**src/rtl/imem_arb_pkg.sv**
```systemverilog
// Shared types and constants for the instruction-memory read arbiter.
// Stats outputs on the top are enabled by defining IMEM_ARB_STATS_EN.
package imem_arb_pkg;
  localparam int IMEM_WORD_W        = 32;
  localparam int DEFAULT_ADDR_DEPTH = 14;

  typedef enum logic {NORMAL = 1'b0, FORCE_DB = 1'b1} arb_state_t;
  typedef enum logic {PORT_IF = 1'b0, PORT_DB = 1'b1} port_id_t;
endpackage

```
**src/rtl/imem_resp_slot.sv**
```systemverilog
// Single-entry registered response buffer with valid/ready handoff and flush.
module imem_resp_slot
  import imem_arb_pkg::*;
#(
  parameter int W = IMEM_WORD_W
) (
  input  logic         i_clk,
  input  logic         i_rst,
  input  logic         i_load,
  input  logic [W-1:0] i_data,
  input  logic         i_ready,
  input  logic         i_flush,
  output logic         o_valid,
  output logic [W-1:0] o_data
);

  logic         r_valid;
  logic [W-1:0] r_data;

  // Flush beats a handshake; a load with ready replaces data back-to-back.
  always_ff @(posedge i_clk) begin
    if (i_rst) begin
      r_valid <= 1'b0;
      r_data  <= '0;
    end else if (i_flush) begin
      r_valid <= 1'b0;
    end else if (i_load) begin
      r_valid <= 1'b1;
      r_data  <= i_data;
    end else if (i_ready) begin
      r_valid <= 1'b0;
    end
  end

  assign o_valid = r_valid;
  assign o_data  = r_data;

endmodule

```
**src/rtl/imem_read_arbiter.sv**
```systemverilog
// Two-port (fetch/debug) arbiter for one combinational instruction-memory read port.
// Defining IMEM_ARB_STATS_EN adds grant/conflict counters as outputs.
module imem_read_arbiter
  import imem_arb_pkg::*;
#(
  parameter int ADDR_DEPTH   = DEFAULT_ADDR_DEPTH,
  parameter int STARVE_LIMIT = 4
) (
  input  logic                   CLK,
  input  logic                   RST,
  input  logic                   IF_REQ,
  input  logic [ADDR_DEPTH-1:0]  IF_ADDR,
  output logic                   IF_GNT,
  input  logic                   IF_FLUSH,
  output logic                   IF_RVALID,
  output logic [IMEM_WORD_W-1:0] IF_RDATA,
  input  logic                   IF_RREADY,
  input  logic                   DB_REQ,
  input  logic [ADDR_DEPTH-1:0]  DB_ADDR,
  output logic                   DB_GNT,
  output logic                   DB_RVALID,
  output logic [IMEM_WORD_W-1:0] DB_RDATA,
  input  logic                   DB_RREADY,
  output logic                   IMEM_RDEN,
  output logic [ADDR_DEPTH-1:0]  IMEM_ADDR,
  input  logic [IMEM_WORD_W-1:0] IMEM_DATA
`ifdef IMEM_ARB_STATS_EN
  ,
  output logic [31:0]            IF_GNT_CNT,
  output logic [31:0]            DB_GNT_CNT,
  output logic [31:0]            CONFLICT_CNT
`endif
);

  localparam int              CNT_W = $clog2(STARVE_LIMIT + 1);
  localparam logic [CNT_W-1:0] LIM  = CNT_W'(STARVE_LIMIT);

  // Handshake: a response moves when RVALID && RREADY at a rising edge;
  // a grant means the request is accepted in the same cycle it is seen.
  arb_state_t       r_state, w_state_nxt;
  logic [CNT_W-1:0] r_cnt, w_cnt_nxt;
  logic             w_if_elig, w_db_elig, w_if_gnt, w_db_gnt;
  port_id_t         w_sel;

  assign w_if_elig = IF_REQ && !IF_FLUSH && (!IF_RVALID || IF_RREADY);
  assign w_db_elig = DB_REQ && (!DB_RVALID || DB_RREADY);

  always_comb begin
    w_if_gnt = 1'b0;
    w_db_gnt = 1'b0;
    if (!RST) begin
      if (w_if_elig && w_db_elig) begin
        if (r_state == FORCE_DB) w_db_gnt = 1'b1;
        else                     w_if_gnt = 1'b1;
      end else if (w_if_elig) begin
        w_if_gnt = 1'b1;
      end else if (w_db_elig) begin
        w_db_gnt = 1'b1;
      end
    end
    w_sel = w_db_gnt ? PORT_DB : PORT_IF;
  end

  assign IF_GNT    = w_if_gnt;
  assign DB_GNT    = w_db_gnt;
  assign IMEM_RDEN = w_if_gnt | w_db_gnt;
  assign IMEM_ADDR = !(w_if_gnt | w_db_gnt) ? '0 :
                     (w_sel == PORT_DB) ? DB_ADDR : IF_ADDR;

  // Switching on the next count lets the forced grant land on the very
  // cycle the counter reaches the limit.
  always_comb begin
    w_cnt_nxt   = r_cnt;
    w_state_nxt = r_state;
    if (!DB_REQ || w_db_gnt)            w_cnt_nxt = '0;
    else if (w_db_elig && (r_cnt < LIM)) w_cnt_nxt = r_cnt + CNT_W'(1);
    if (r_state == NORMAL) begin
      if (w_cnt_nxt == LIM) w_state_nxt = FORCE_DB;
    end else if (w_db_gnt || !DB_REQ) begin
      w_state_nxt = NORMAL;
    end
  end

  always_ff @(posedge CLK) begin
    if (RST) begin
      r_state <= NORMAL;
      r_cnt   <= '0;
    end else begin
      r_state <= w_state_nxt;
      r_cnt   <= w_cnt_nxt;
    end
  end

  imem_resp_slot #(.W(IMEM_WORD_W)) u_if_slot (
    .i_clk   (CLK),
    .i_rst   (RST),
    .i_load  (w_if_gnt),
    .i_data  (IMEM_DATA),
    .i_ready (IF_RREADY),
    .i_flush (IF_FLUSH),
    .o_valid (IF_RVALID),
    .o_data  (IF_RDATA)
  );

  imem_resp_slot #(.W(IMEM_WORD_W)) u_db_slot (
    .i_clk   (CLK),
    .i_rst   (RST),
    .i_load  (w_db_gnt),
    .i_data  (IMEM_DATA),
    .i_ready (DB_RREADY),
    .i_flush (1'b0),
    .o_valid (DB_RVALID),
    .o_data  (DB_RDATA)
  );

`ifdef IMEM_ARB_STATS_EN
  logic [31:0] r_if_gnt_cnt, r_db_gnt_cnt, r_conflict_cnt;

  always_ff @(posedge CLK) begin
    if (RST) begin
      r_if_gnt_cnt   <= '0;
      r_db_gnt_cnt   <= '0;
      r_conflict_cnt <= '0;
    end else begin
      if (w_if_gnt)              r_if_gnt_cnt   <= r_if_gnt_cnt + 32'd1;
      if (w_db_gnt)              r_db_gnt_cnt   <= r_db_gnt_cnt + 32'd1;
      if (w_if_elig && w_db_elig) r_conflict_cnt <= r_conflict_cnt + 32'd1;
    end
  end

  assign IF_GNT_CNT   = r_if_gnt_cnt;
  assign DB_GNT_CNT   = r_db_gnt_cnt;
  assign CONFLICT_CNT = r_conflict_cnt;
`endif

endmodule

```
**config.mk**
```make
export PLATFORM = sky130hd
export DESIGN_NAME = imem_read_arbiter
export DESIGN_NICKNAME = d
export VERILOG_FILES = /design/src/rtl/imem_arb_pkg.sv /design/src/rtl/imem_resp_slot.sv /design/src/rtl/imem_read_arbiter.sv
export SDC_FILE = /design/constraint.sdc
export NUM_CORES = 1
export LEC_CHECK = 0
export CORE_ASPECT_RATIO = 0.7
export CORE_MARGIN = 8
export CORE_UTILIZATION = 43
export CTS_BUF_LIST = sky130_fd_sc_hd__clkbuf_4 sky130_fd_sc_hd__clkbuf_8
export DETAILED_ROUTE_END_ITERATION = 6
export PLACE_DENSITY_LB_ADDON = 0.05
export SLEW_MARGIN = 0
export SYNTH_ARGS = -nofsm -noshare
export SYNTH_HDL_FRONTEND = slang
export SYNTH_SLANG_ARGS = --single-unit
```
**constraint.sdc**
```tcl
create_clock -name CLK -period 2.5 [get_ports CLK]
set_input_delay 0.5 -clock CLK [delete_from_list [all_inputs] [get_ports CLK]]
set_output_delay 0.5 -clock CLK [all_outputs]
set_load 0.1 [all_outputs]
```
-- Yosys cells after proc, flatten, opt, wreduce, memory -nomap -nowiden
Cells that the tools add are included.
- add/sub/neg operators: 1
- $mul: 0
- div/mod/pow operators: 0
- $lt $le $gt $ge: 1
- equality and inequality tests: 1
- shifts and indexed selects: 0
- multiplexer cells: 21
- bitwise gates (word level): 2
- reductions and logical operators: 16
- operator list (kind ; count):
    $mux 14 ; 2
    $mux 1 ; 17
    $mux 3 ; 2
    $logic_and 1x1->1 ; 5
    $logic_not 1->1 ; 4
    $reduce_bool 2->1 ; 2
    $add 3x1->3 const B ; 1
    $eq 3x3->1 const B ; 1
    $logic_or 1x1->1 ; 3
    $lt 3x3->1 const B ; 1
    $reduce_and 2->1 ; 1
    $reduce_or 2->1 ; 1
    $not 1->1 ; 1
    $or 1x1->1 ; 1
- register bits: 70
- latch bits: 0
- bits in writable memories: 0
- bits in read-only memories: 0
- input bits: 67
- output and inout bits: 83
- logic and storage cells: 48
- memories kept: 0

-- Logic depth before layout (Yosys ltp)
Gate-level depths: netlist (run 1).
- depth after elaboration: 12
- gate-level depth with buffers: 6
- gate-level depth less buffers: 4

-- Modules after synthesis
A second synthesis (run 1) with hierarchy kept.
- cells, all modules: 367
- area, all modules: 3475.8 um2
- modules (own cells, without submodules) (module ; times used ; cells an instance ; area an instance (um2) ; sequential area each (um2)):
    imem_resp_slot ; 2 ; 149 ; 1500.2 ; 660.6
    imem_read_arbiter ; 1 ; 69 ; 475.5 ; 80.1

-- Worst setup path after synthesis (run 1)
Ideal clock, no wire load.
- kind: register to output
- start point: register u_db_slot.r_valid, in the netlist u_db_slot.o_valid
- end point: output IMEM_ADDR[0]
- arrival: 2862 ps
- required time: 2000 ps
- setup slack: -862 ps
- cell stages (with the launch flop): 6
- buffers on the path: 2
- cells stage by stage: dfxtp_1 -> nand2b_1 -> buf_2 -> a2111oi_4 -> buf_4 -> a22o_1
- elaborated cells on any way between the ends: 14
- classes of those cells: 9 x mux; 1 x bitwise; 4 x reduce/logical
- RTL lines (what ; line ; source):
    from (decl) ; imem_resp_slot.sv:17 ; logic r_valid;
    from (signal assigned) ; imem_resp_slot.sv:23 ; r_valid <= 1'b0;
    from (signal assigned) ; imem_resp_slot.sv:26 ; r_valid <= 1'b0;
    from (signal assigned) ; imem_resp_slot.sv:28 ; r_valid <= 1'b1;
    $logic_not 1->1 ; imem_read_arbiter.sv:46 ; assign w_db_elig = DB_REQ && (!DB_RVALID || DB_RREADY);
    $logic_or 1x1->1 ; imem_read_arbiter.sv:46 ;
    $logic_and 1x1->1 ; imem_read_arbiter.sv:46 ;
    $logic_and 1x1->1 ; imem_read_arbiter.sv:52 ; if (w_if_elig && w_db_elig) begin
    $mux 1 ; imem_read_arbiter.sv:52 ;
    $mux 1 ; imem_read_arbiter.sv:51 ; if (!RST) begin
    via IF_GNT ; imem_read_arbiter.sv:13 ; output logic IF_GNT,
    $or 1x1->1 ; imem_read_arbiter.sv:67 ; assign IMEM_ADDR = !(w_if_gnt | w_db_gnt) ? '0 :
    $mux 14 ; imem_read_arbiter.sv:67 ;
    to (decl) ; imem_read_arbiter.sv:25 ; output logic [ADDR_DEPTH-1:0] IMEM_ADDR,
The timed path passes the listed nets, and every way through them passes these cells.

-- Final worst setup path (run 1)
- start point: input DB_RREADY
- end point: output IMEM_ADDR[9]
- cells in the longest elaborated chain, start to end: 9
- elaborated cells on any way between the ends: 13
- classes of those cells: 9 x mux; 1 x bitwise; 3 x reduce/logical
- RTL lines (what ; line ; source):
    from (decl) ; imem_read_arbiter.sv:23 ; input logic DB_RREADY,
    $logic_or 1x1->1 (*) ; imem_read_arbiter.sv:46 ;
    $logic_and 1x1->1 (*) ; imem_read_arbiter.sv:46 ;
    $mux 1 ; imem_read_arbiter.sv:57 ; end else if (w_db_elig) begin
    $mux 1 ; imem_read_arbiter.sv:55 ; end else if (w_if_elig) begin
    $mux 1 ; imem_read_arbiter.sv:52 ;
    $mux 1 ; imem_read_arbiter.sv:51 ;
    $mux 1 ; imem_read_arbiter.sv:61 ; w_sel = w_db_gnt ? PORT_DB : PORT_IF;
    $mux 14 ; imem_read_arbiter.sv:68 ; (w_sel == PORT_DB) ? DB_ADDR : IF_ADDR;
    $mux 14 (*) ; imem_read_arbiter.sv:67 ;
Mark *: on every way between the ends. The rest lies on a longest branch, timed or not.

==> results of run 1 <==
==> final timing paths <==
kind                                            end           startpoint  slack, ns
worst min register to register  u_if_slot.o_data[9]  u_if_slot.o_data[9]       0.48
worst min-delay path            u_if_slot.o_data[9]  u_if_slot.o_data[9]       0.48
worst max-delay path                   IMEM_ADDR[9]            DB_RREADY       0.05
worst max register to register  u_db_slot.o_data[0]              r_state       0.68
==> power by group through the flow <==
stage	Clock (mW)	Combinational [mW]	Sequential, mW
after CTS	1.06	1.19	1.22
after global placement	0	1.17	1.24
final	1.03	1.18	1.22
after global routing	1.11	1.23	1.23
after detailed placement	0	1.18	1.24
after floorplan	0	0.341	1.73
==> cell families after synthesis <==
| family | after synthesis | synth area share, % |
|---|---|---|
| AOI/OAI and AO/OA | 26 | 7.97 |
| muxes | 64 | 21.0 |
| DFF | 70 | 43.3 |
| and+or+nand+nor | 115 | 22.5 |
| buffers and inverters | 24 | 4.80 |
| adders and majority gates | 1 | 0.387 |
==> cells in the final DEF (no fill, tap or decap), types with 2 or more instances in the layout <==
cell type         n
a211oi_1          2
a22o_2            4
a22o_4           10
buf_12           19
buf_4            82
bufinv_16         2
clkbuf_8          9
clkdlybuf4s50_1  60
clkinv_4          2
dfxtp_1          67
dfxtp_4           2
dlygate4sd2_1     3
mux2_2           32
mux2i_1          32
nand2b_1         65
nand2b_4          2
nand4b_1          2
nor2_1            2
nor2b_1          33
nor3_1            2
nor4_1            2
==> per-layer routing <==
layer	share of wire, %	wire length [um]	vias to the layer above	GRT usage (%)
li1	-	-	1337	-
met1	45	4180	1232	21.0
met5	0	0	-	0
met2	45	4180	113	27.2
met4	1.1	99	0	5.19
met3	9.0	833	12	8.09
==> sequential cells by signal, summed over array words and instances, names as in the netlist <==
name,flops
u_if_slot.o_data,32
u_db_slot.o_valid,1
u_db_slot.o_data,32
u_if_slot.o_valid,1
r_state,1
r_cnt,3
==> repair_timing <==
| action | CTS | global route |
|---|---|---|
| gates resized for setup | 14 | 1 |
| setup buffers | 3 | 1 |
| setup endpoints to repair | 16 | 7 |
| gates cloned | 1 | 0 |
| pin swaps | 2 | 1 |
==> per-stage QoR <==
stage	setup TNS (ns)	hold WS (ns)	std cells	cell area (um^2)
after CTS	0	0.480	559	5230
after detailed placement	-1.22	0.468	540	4930
after floorplan	0	0.474	300	3330
after global placement	-0.794	0.458	540	4930
final	0	0.477	560	5240
after global routing	-0.00374	0.494	560	5240
==> cell type report <==
cell class / count / area, um^2 / area share (%)
clock buffers: 10 / 131 / 2.51
repair buffers: 168 / 1680 / 32.1
well taps: 98 / 123 / 2.34
flip-flops and latches: 70 / 1410 / 26.9
multi-input cells: 206 / 1790 / 34.2
clock inverters: 6 / 93.8 / 1.79
inverters: 2 / 10.0 / 0.191
==> synthesized netlist by cell type, drive strengths merged <==
library cell / instances
a2111oi: 1
clkbuf: 10
a211oi: 3
o31ai: 1
a31oi: 1
o21ai: 1
mux2i: 32
nand4b: 2
and2: 1
o22ai: 1
nor2: 2
a211o: 1
nor2b: 35
dfxtp: 70
nor3b: 1
nand2b: 67
ha: 1
nor4: 2
inv: 2
and2b: 1
a21oi: 1
a22o: 14
nor3: 2
nand4: 1
o21a: 1
buf: 12
mux2: 32
and3: 1
o311ai: 1
==> critical path, delay by kind of cell <==
family | cells | cell delay (ns)
buffers and inverters | 4 | 0.72
AO/OA/AOI/OAI | 2 | 0.58
AND/OR/NAND/NOR | 1 | 0.15
==> flow_metrics.py, run 1 <==
metrics = {
    "run_status": {
        "status": "complete, no violations",
    },
    "clocking": {
        "ctsHoldBuffers": 0,
        "root_buffer": "clkbuf_8",
        "htree_levels": 3,
        "clock-sinks": 70,
        "clkTransAtPathRegs_ns": 0.08,
        "insertion_delay_ns": 0.35,
        "tritoncts": "built",
        "clockBufferDepth": 2,
        "numCtsBuffers": 9,
    },
    "timing": {
        "finalSetupViolCount": 0,
        "clock_skew_ns": 0.0131,
        "finalMaxSlewViolations": 0,
        "slew_headroom_pct": 67.0,
        "fmax_mhz": 408,
        "finalCritPeriodShare_pct": 98.1,
        "min_period_ns": 2.45,
        "finalHoldViolations": 0,
        "setup_slack_ns": 0.0472,
        "worst_pin_slew_ns": 0.495,
    },
    "worst_setup_path": {
        "reg2regPathDepth": 4,
        "worst_setup_path_end_kind": "primary output",
        "max_stage_delay_ns": 0.42,
        "critPathKind": "in -> out",
        "critPathMostFrequentCell": "buf_12",
        "crit_arrival_ns": 1.95,
        "critPathRequiredTime_ns": 2.00,
        "critPathMaxFanout": 8,
        "path_cells": "dlygate4sd2_1 > nand2b_4 > a2111oi_4 > buf_4 > buf_12 > a22o_2 > buf_12",
        "worst_path_max_delay_cell": "a2111oi_4",
        "crit_path_start_kind": "input pin",
    },
    "finish": {
        "nets": 525,
        "final_util_pct": 71.9,
        "diodes": 0,
        "drive_gt1_share_pct": 38.5,
        "syn_to_final_growth_pct": 62.0,
        "fillers": 562,
    },
    "route": {
        "drcViolationCount": 0,
        "routed_wl_um": 9290,
        "via_per_inst": 4.81,
        "wl_per_cell_um": 16.6,
        "firstDrtPassIters": 4,
        "vias": 2694,
        "ant_nets": 0,
        "drtIter0Drc": 136,
    },
    "floorplanning": {
        "die_area_um2": 10600,
        "start_util_pct": 44.4,
        "die_w_um": 120,
        "rows": 26,
        "die_h_um": 88.6,
        "io_pins": 150,
        "design.core.area_um2": 7290,
    },
    "pwr": {
        "p_int_mw": 2.15,
        "worst_ir_drop_vdd_v": 0.000383,
        "clkPwrFrac_pct": 30.1,
        "p_comb_share_pct": 34.5,
        "cellPowerDensity_nw_per_um2": 655,
        "p_sw_share_pct": 37.5,
        "p_leak_nw": 2.26,
        "power_switching_mw": 1.29,
        "total_power_mw": 3.43,
        "p_seq_share_pct": 35.5,
    },
    "synthesis": {
        "synth_top_area_share_pct": 43.3,
        "ys_top_cells_by_area": "dfxtp_1 43%, nand2b_1 13%, mux2_2 11%, mux2i_1 9.9%, nor2b_1 6.6%",
        "ys_types": 34,
        "synthCells": 300,
        "synth_nets": 368,
        "synth-seq-cells": 70,
        "yosysTopAreaCell": "dfxtp_1",
        "synth_seq_area_share_pct": 43.3,
        "synth_area_per_cell_um2": 10.8,
        "ys_warn_count": 0,
        "syn_area_um2": 3230,
    },
    "grt": {
        "grt_pass1_wl_um": 14700,
        "gr-usage-all-layers_pct": 17.4,
        "antenna_found_initial": 0,
        "grt_pass1_vias": 2807,
        "overflow": 0,
        "grt_max_degree": 66,
    },
    "placed_design": {
        "gp_congestion": 0.752,
        "dpl_worst_slack_ns": -0.117,
        "hpwl_um": 6970,
        "port_buffers": 149,
    },
    "hold_path": {
        "hold_depth": 2,
        "hold_class": "reg -> reg",
    },
    "run": {
        "maxCapViolations": 0,
    },
}
Power figures use the tool's default switching activity.
==> inputs of run 2 (changes only) <==
- CORE_UTILIZATION: 43 -> 46
- clock period: 2.5 -> 2.9 ns (I/O delays scaled with it)
==> run 2 against run 1 <==
  * Count of clock-buffer cells in the layout did not move
  * Hold slack barely moved
  * Non-clock buffer count fell by 12
  * Setup slack improved by 0.016 ns
  * Critical path type unchanged
  * Largest cell class unchanged
  * Largest power group unchanged
==> flow_metrics.py, run 2 (same netlist as run 1, synthesis figures left out) <==
metrics = {
    "run_status": {
        "status": "complete, no violations",
    },
    "placed_design": {
        "dp.cells": 528,
        "port_buffers": 149,
        "dpl_worst_slack_ns": 0.0740,
        "placed_cell_area_um2": 4780,
        "gp_congestion": 0.838,
        "hpwl_um": 6540,
    },
    "grt": {
        "overflow": 0,
        "antenna_found_initial": 0,
        "gr-usage-all-layers_pct": 16.8,
        "grt_pass1_vias": 2452,
        "grt_pass1_wl_um": 13100,
        "grt_max_degree": 87,
    },
    "worst_setup_path": {
        "crit_path_start_kind": "input pin",
        "path_cells": "clkdlybuf4s50_1 > and2_1 > a2111oi_4 > buf_4 > a22o_1 > buf_12",
        "critPathMaxFanout": 15,
        "crit_buf_inv": 3,
        "worst_setup_path_end_kind": "primary output",
        "worst_path_max_delay_cell": "clkdlybuf4s50_1",
        "critPathKind": "in -> out",
        "crit_arrival_ns": 2.26,
        "critPathRequiredTime_ns": 2.32,
        "path_delay_family": "buffers and inverters",
        "max_stage_delay_ns": 0.42,
    },
    "floorplanning": {
        "die_w_um": 116,
        "die_h_um": 86.2,
        "io_pins": 150,
        "die_area_um2": 10000,
        "start_util_pct": 47.6,
        "design.core.area_um2": 6790,
        "rows": 25,
    },
    "clocking": {
        "tritoncts": "built",
        "htree_levels": 3,
        "clkTransAtPathRegs_ns": 0.07,
        "root_buffer": "clkbuf_8",
        "numCtsBuffers": 9,
        "cts_setup_buffers": 0,
        "clockBufferDepth": 2,
        "ctsHoldBuffers": 0,
        "clock-sinks": 70,
        "insertion_delay_ns": 0.34,
        "cts.repair.resized": 0,
    },
    "finish": {
        "fillers": 526,
        "layout_commonest_cell": "buf_4",
        "syn_to_final_growth_pct": 53.3,
        "final_cell_mix": "72 x buf_4, 68 x dfxtp_1, 67 x nand2b_1",
        "postLayoutCellArea_um2": 4960,
        "final_util_pct": 73.0,
        "diodes": 0,
        "nets": 513,
        "drive_gt1_share_pct": 34.7,
        "layoutNonFillerInstCount": 544,
    },
    "timing": {
        "finalSetupViolCount": 0,
        "setup_slack_ns": 0.0636,
        "grt_setup_unrepaired": "false",
        "clock_skew_ns": 0.0101,
        "finalMaxSlewViolations": 0,
        "min_period_ns": 2.84,
        "fin_tns_setup_ns": 0,
        "finalCritPeriodShare_pct": 97.8,
        "finalHoldViolations": 0,
        "slew_headroom_pct": 56.8,
        "worst_pin_slew_ns": 0.649,
        "fmax_mhz": 353,
    },
    "hold_path": {
        "hold_class": "reg -> reg",
    },
    "run": {
        "maxCapViolations": 0,
    },
    "route": {
        "ant_nets": 0,
        "vias": 2553,
        "drtIter0Drc": 126,
        "wl_per_cell_um": 15.8,
        "via_per_inst": 4.69,
        "firstDrtPassIters": 4,
        "drcViolationCount": 0,
        "routed_wl_um": 8620,
    },
    "pwr": {
        "p_leak_nw": 2.09,
        "worst_ir_drop_vdd_v": 0.000316,
        "cellPowerDensity_nw_per_um2": 551,
    },
}
-- run 2: report_power, final --
part	internal, mW	switching [mW]	total [mW]	leakage [nW]
sequential	1.02	0.0299	1.05	0.575
combinational	0.310	0.678	0.988	1.43
clock	0.324	0.367	0.691	0.0863
total	1.65	1.08	2.73	2.09
-- run 2: through the flow --
| step | power, mW | hold WS [ns] |
|---|---|---|
| final | 2.73 | 0.477 |
| after global routing | 2.83 | 0.492 |
| after CTS | 2.77 | 0.479 |
| after detailed placement | 2.07 | 0.463 |
| after global placement | 2.06 | 0.458 |
| after floorplan | 1.78 | 0.474 |
-- run 2: layout make-up --
cell class	count	area (um^2)	area share (%)
Multi-Input combinational cell	206	1690	34.1
Sequential cell	70	1400	28.3
Tap cell	94	118	2.37
Clock buffer	10	131	2.65
Timing Repair Buffer	156	1560	31.4
Clock inverter	6	46.3	0.934
Inverter	2	10.0	0.202
-- run 2: metal layers --
layer / up-vias / routed length [um] / GRT usage, % / part of all wire [%]
met3: 5 / 828 / 8.35 / 9.6
met1: 1159 / 3470 / 18.3 / 40
li1: 1313 / - / - / -
met5: - / 0 / 0 / 0
met4: 0 / 60 / 4.57 / 0.70
met2: 76 / 4260 / 28.1 / 49
-- run 2: worst reg2reg max path: cells and delay by family (launching register included) --
| kind | cells | cell delay [ns] |
|---|---|---|
| DFF | 1 | 0.32 |
| muxes | 1 | 0.40 |
| buffers and inverters | 1 | 0.48 |
| AOI/OAI and AO/OA | 1 | 0.33 |
| and+or+nand+nor | 1 | 0.16 |
-- run 2: final timing paths --
check | from | to | slack [ns] | depth (start not counted)
min | u_if_slot.o_data[12] | u_if_slot.o_data[12] | 0.48 | 2
min reg2reg | u_if_slot.o_data[12] | u_if_slot.o_data[12] | 0.48 | 2
max | DB_REQ | IMEM_ADDR[13] | 0.06 | 6
max reg2reg | u_if_slot.o_valid | u_db_slot.o_data[28] | 1.10 | 4
